`src/rtl/seq_pkg.sv`:
```
`default_nettype none
// +----------------------------------------------------------------------+
// | seq_pkg : shared state encoding and stage constants for the        |
// |           fclk step sequencer.             Revision 1.0            |
// +----------------------------------------------------------------------+
package seq_pkg;

  typedef enum logic [1:0] {
    ST_IDLE = 2'd0,
    ST_RUN  = 2'd1,
    ST_STEP = 2'd2
  } seq_state_t;

  localparam int STG_FETCH     = 0;
  localparam int STG_DECODE    = 1;
  localparam int STG_EXECUTE   = 2;
  localparam int STG_MEM       = 3;
  localparam int STG_WRITEBACK = 4;

  localparam int DEFAULT_NUM_STAGES = 5;

endpackage
`default_nettype wire

```
`src/rtl/fclk_edge_detect.sv`:
```
`default_nettype none
// +----------------------------------------------------------------------+
// | fclk_edge_detect : rising-edge detector on fclk, registered tick.  |
// |   Optional two-flop synchronizer via FCLK_SYNC_EN.  Revision 1.0   |
// +----------------------------------------------------------------------+
module fclk_edge_detect (
  input  logic CLK,
  input  logic rst,
  input  logic i_fclk,
  output logic o_tick
);

  logic w_fclk_s;
  logic r_prev;
  logic r_tick;

`ifdef FCLK_SYNC_EN
  logic r_sync1;
  logic r_sync2;

  always_ff @(posedge CLK or posedge rst) begin
    if (rst) begin
      r_sync1 <= 1'b0;
      r_sync2 <= 1'b0;
    end else begin
      r_sync1 <= i_fclk;
      r_sync2 <= r_sync1;
    end
  end

  assign w_fclk_s = r_sync2;
`else
  // fclk is assumed to be generated synchronously from CLK here
  assign w_fclk_s = i_fclk;
`endif

  always_ff @(posedge CLK or posedge rst) begin
    if (rst) begin
      r_prev <= 1'b0;
      r_tick <= 1'b0;
    end else begin
      r_prev <= w_fclk_s;
      r_tick <= w_fclk_s & ~r_prev;
    end
  end

  assign o_tick = r_tick;

endmodule
`default_nettype wire

```
`src/rtl/fclk_step_sequencer.sv`:
```
`default_nettype none
// +----------------------------------------------------------------------+
// | fclk_step_sequencer : turns fclk edges into one-hot stage enables  |
// |   under run/step/halt/stall control. Macro: FCLK_SYNC_EN. Rev 1.0  |
// +----------------------------------------------------------------------+
module fclk_step_sequencer
  import seq_pkg::*;
#(
  parameter int NUM_STAGES = DEFAULT_NUM_STAGES,
  parameter int CNT_W      = 16
) (
  input  logic                          CLK,
  input  logic                          rst,
  input  logic                          fclk,
  input  logic                          run,
  input  logic                          step,
  input  logic                          halt_req,
  input  logic                          stall,
  output logic [NUM_STAGES-1:0]         stage_en,
  output logic [$clog2(NUM_STAGES)-1:0] stage_idx,
  output logic                          instr_done,
  output logic [CNT_W-1:0]              retired_cnt,
  output logic                          busy
);

  localparam int IDX_W = $clog2(NUM_STAGES);
  localparam logic [IDX_W-1:0] LAST_IDX = IDX_W'(NUM_STAGES - 1);
  localparam logic [NUM_STAGES-1:0] ONE_EN = NUM_STAGES'(1);

  seq_state_t              r_state;
  seq_state_t              w_state_nxt;
  logic                    w_tick;
  logic                    w_act;
  logic                    w_last;
  logic [NUM_STAGES-1:0]   r_stage_en;
  logic [IDX_W-1:0]        r_idx;
  logic                    r_instr_done;
  logic [CNT_W-1:0]        r_cnt;
  logic                    r_busy;

  fclk_edge_detect u_edge (
    .CLK    (CLK),
    .rst    (rst),
    .i_fclk (fclk),
    .o_tick (w_tick)
  );

  always_ff @(posedge CLK or posedge rst) begin
    if (rst) r_state <= ST_IDLE;
    else     r_state <= w_state_nxt;
  end

  // Ticks landing while IDLE are dropped, including the one on the leaving edge
  always_comb begin
    w_state_nxt = r_state;
    w_act       = w_tick && (r_state != ST_IDLE) && !stall;
    w_last      = w_act && (r_idx == LAST_IDX);
    case (r_state)
      ST_IDLE: begin
        if (run && !halt_req) w_state_nxt = ST_RUN;
        else if (step)        w_state_nxt = ST_STEP;
      end
      ST_RUN: begin
        if (w_last && (halt_req || !run)) w_state_nxt = ST_IDLE;
      end
      ST_STEP: begin
        if (w_last) w_state_nxt = ST_IDLE;
      end
      default: w_state_nxt = ST_IDLE;
    endcase
  end

  always_ff @(posedge CLK or posedge rst) begin
    if (rst) begin
      r_stage_en   <= '0;
      r_idx        <= '0;
      r_instr_done <= 1'b0;
      r_cnt        <= '0;
      r_busy       <= 1'b0;
    end else begin
      r_stage_en   <= w_act ? (ONE_EN << r_idx) : '0;
      r_instr_done <= w_last;
      // busy lags the state by one cycle so it drops after instr_done
      r_busy       <= (r_state != ST_IDLE);
      if (w_last)      r_idx <= '0;
      else if (w_act)  r_idx <= r_idx + IDX_W'(1);
      if (w_last)      r_cnt <= r_cnt + CNT_W'(1);
    end
  end

  assign stage_en    = r_stage_en;
  assign stage_idx   = r_idx;
  assign instr_done  = r_instr_done;
  assign retired_cnt = r_cnt;
  assign busy        = r_busy;

endmodule
`default_nettype wire

```
`config.mk`:
```
export PLATFORM = sky130hd
export DESIGN_NAME = fclk_step_sequencer
export DESIGN_NICKNAME = d
export VERILOG_FILES = /design/src/rtl/seq_pkg.sv /design/src/rtl/fclk_edge_detect.sv /design/src/rtl/fclk_step_sequencer.sv
export SDC_FILE = /design/constraint.sdc
export NUM_CORES = 1
export LEC_CHECK = 0
export ABC_AREA = 1
export BUFFER_PORTS_ARGS = -buffer_cell sky130_fd_sc_hd__buf_2
export CORE_MARGIN = 2
export CORE_UTILIZATION = 55
export CTS_BUF_LIST = sky130_fd_sc_hd__clkbuf_4 sky130_fd_sc_hd__clkbuf_8
export CTS_CLUSTER_SIZE = 25
export DETAILED_ROUTE_END_ITERATION = 6
export PLACE_DENSITY = 0.81
export SYNTH_ARGS = -nofsm -noshare
export SYNTH_HDL_FRONTEND = slang
export SYNTH_HIERARCHICAL = 1
export SYNTH_SLANG_ARGS = --single-unit
```
`constraint.sdc`:
```
create_clock -name CLK -period 2 [get_ports CLK]
set_clock_uncertainty 0.2 [all_clocks]
set_input_delay 0.1 -clock CLK [delete_from_list [all_inputs] [get_ports CLK]]
set_output_delay 0.1 -clock CLK [all_outputs]
set_load 0.01 [all_outputs]
```
==> impl_metrics.env <==
export IMPL_clk_pin_slew_ns=0.08
export IMPL_nets=235
export IMPL_fp_coreArea_um2=2522
export IMPL_syn_avg_cell_area_um2=8.586
export IMPL_synth_top_family_by_area="simple AND/OR/NAND/NOR gates"
export IMPL_ys_async_sr_fraction=1.000
export IMPL_worstPathArrival_ns=1.87
export IMPL_drt_wl_total_um=2940
export IMPL_die_area_um2=3149
export IMPL_dr_first_iter_drc_count=21
export IMPL_fillerInstances=206
export IMPL_finalSetupViolations=0
export IMPL_place_congestion=0.7995
export IMPL_r2r_start="stage_idx[0]"
export IMPL_synthesis_area_um2=1494
export IMPL_crit_fanout=8
export IMPL_synthSimpleGateAreaFrac=0.3174
export IMPL_hold_viol=0
export IMPL_yosys_warnings=6
export IMPL_cp_start_kind="flip-flop"
export IMPL_rows=18
export IMPL_grt_use_met2=0.3664
export IMPL_cts_root_buf="clkbuf_4"
export IMPL_cts_inserted_buffers=5
export IMPL_worst_setup_path_end_kind="flip-flop"
export IMPL_grt_pass1_vias=1167
export IMPL_path_class="flip-flop to flip-flop"
export IMPL_first_pass_iters=5
export IMPL_synth_flop_cell="dfrtp_1"
export IMPL_tns_ns=0
export IMPL_synth_nets=187
export IMPL_outcome="finished, final reports clean"
export IMPL_critPathRequiredTime_ns=2.03
export IMPL_syn_inst=174
export IMPL_max_freq_ghz=0.5441
export IMPL_drv_slew=0
export IMPL_crit_path_start="stage_idx[0]"
export IMPL_synth_xor_area_frac=0.03518
export IMPL_slew_headroom=0.7396
export IMPL_cts_tree="done"
export IMPL_utilization=0.7222
export IMPL_vias=1238
export IMPL_grt_use_met1=0.2256
export IMPL_synth_compound_area_frac=0.02261
export IMPL_ys_seq_area_frac=0.4858
export IMPL_clock_sinks=29
export IMPL_ant_nets=0
export IMPL_n_antenna_cell=0
export IMPL_ys_ff_latch=29
export IMPL_grt_ovfl_total=0
export IMPL_die_w_um=56.12
export IMPL_grt_setup_unrepaired="false"
export IMPL_grt_busiest_layer="met2"
export IMPL_yosysTopAreaCellShare=0.4858
export IMPL_portBuffers=32
export IMPL_htree_levels=2
export IMPL_wl_per_cell_um=11.71
export IMPL_yosys_area_top_type="dfrtp_1"
export IMPL_drv_cap=0
export IMPL_cts_buffer_depth=2
export IMPL_use_met3=0.04884
export IMPL_synthAdderAreaFrac=0.05025
export IMPL_p_leak_nw=0.9917
export IMPL_boundaryPins=33
export IMPL_grt_max_degree=28
export IMPL_synth_edff_count=0
export IMPL_min_period_over_period=0.9190
export IMPL_synthDistinctLibCells=27
export IMPL_hpwlAfterDp_um=2110
export IMPL_drc=0
export IMPL_p_per_area_nw_per_um2=774.4
export IMPL_antenna_found_initial=0
export IMPL_die_y_um=56.12
export IMPL_synth_mux_area_frac=0
export IMPL_insertion_delay_ns=0.33
export IMPL_drt_vias_per_instance=4.932
export IMPL_initial_utilization=0.5923
export IMPL_ir_drop_v=0.0007104
export IMPL_hold_path_class="input port to async pin"
export IMPL_syn_to_final_growth_pct=21.94
export IMPL_drive_gt1_frac=0.2398
export IMPL_tightest_slew_ns=0.3897
export IMPL_final_min_clock_period_ns=1.838
export IMPL_netlist_top_cells_area="dfrtp_1, nand2_1, inv_1"
export IMPL_grt_pass1_wl_um=4961
export IMPL_grt_usage=0.2069
==> Yosys cell counts (2+ instances only) <==
| library cell | number |
|---|---|
| nand4_1 | 6 |
| nand2_1 | 53 |
| inv_1 | 28 |
| a21oi_1 | 2 |
| dfrtp_1 | 29 |
| nand3_1 | 4 |
| nand3b_1 | 4 |
| xnor2_1 | 2 |
| xor2_1 | 4 |
| ha_1 | 6 |
| nor3_1 | 3 |
| nor2_4 | 4 |
| nor2_1 | 15 |
==> final timing paths <==
check                           slack [ns]         endpoint  depth (start not counted)
max in group asynchronous             0.97    u_edge/o_tick                          4
worst max register to register        0.16  retired_cnt[11]                          9
worst min-delay path                  0.18       r_state[0]                          4
worst max-delay path                  0.16  retired_cnt[11]                          9
min in group CLK                      0.22    u_edge/o_tick                          1
worst min register to register        0.22    u_edge/o_tick                          1
==> critical path, cell delays in order (launching register included) <==
cell     delay [ns]
dfrtp_1        0.43
inv_2          0.11
ha_1           0.19
nand2_2        0.09
inv_2          0.10
nand3_4        0.16
nor2_2         0.28
nand2_1        0.08
nand2_1        0.06
nand2_1        0.04
==> flip-flops by register name (all words and copies together) (netlist names) <==
name,flops
retired_cnt,16
stage_en,4
stage_idx,3
r_state,2
busy,1
instr_done,1
u_edge/o_tick,1
u_edge/r_prev,1
==> per-stage QoR <==
stage               worst slack (ns)  instance area (µm²)  power, mW  hold WS (ns)  std cells
finish                        0.1620                 1822      1.411        0.1810        251
global route                 0.02327                 1822      1.495        0.2158        251
CTS                          0.08451                 1808      1.420        0.1878        249
detailed placement            0.1042                 1675      1.087       -0.2281        234
global placement              0.2437                 1675      1.055       -0.2420        234
floorplan                     0.2827                 1494     0.9656       -0.3588        174
==> placed cells by master, fill, tap and decap left out, types with 2 or more instances in the layout <==
| cell | count |
|---|---|
| nand2_1 | 53 |
| buf_2 | 32 |
| dfrtp_1 | 29 |
| inv_1 | 27 |
| nor2_1 | 15 |
| dlygate4sd3_1 | 9 |
| nand4_1 | 6 |
| ha_1 | 6 |
| clkbuf_4 | 5 |
| nor2_4 | 4 |
| xor2_1 | 4 |
| nand3_1 | 4 |
| nand3b_1 | 4 |
| nor3_1 | 3 |
| inv_2 | 2 |
| a21oi_1 | 2 |
| xnor2_1 | 2 |
| nor2_2 | 2 |
| buf_4 | 2 |
==> metal layers <==
layer  vias to the layer above  share of wire  wire length (µm)
met1                       576           0.41              1218
met3                         6          0.055               162
met4                         0          0.017                51
met2                        30           0.51              1508
met5                         -              0                 0
li1                        626              -                 -
==> what timing repair did <==
action / CTS / global route
endpoints found under the hold margin: 34 / 0
resized for setup: 0 / 1
setup endpoints to repair: 0 / 5
buffers inserted: 0 / 1
hold buffers: 9 / 0
==> where the power goes <==
group          internal (mW)  total, mW  switching, mW
registers              0.659      0.718         0.0592
logic                  0.151      0.384          0.233
clock network          0.121      0.309          0.188
==> cell families after synthesis <==
| family | count (synthesis) |
|---|---|
| flops | 29 |
| fa+ha+maj | 6 |
| compound gates | 6 |
| simple gates | 95 |
| buf+inv | 32 |
| xor+xnor | 6 |
==> layout make-up <==
type	count	area (µm²)	area share
Sequential cell	29	725.7	0.3984
Timing Repair Buffer	43	265.3	0.1456
Inverter	29	108.9	0.05975
Multi-Input combinational cell	114	641.9	0.3523
Clock buffer	5	37.54	0.02060
Tap cell	30	37.54	0.02060
Clock inverter	1	5.005	0.002747
No activity file was read; power rests on OpenSTA's default activity.
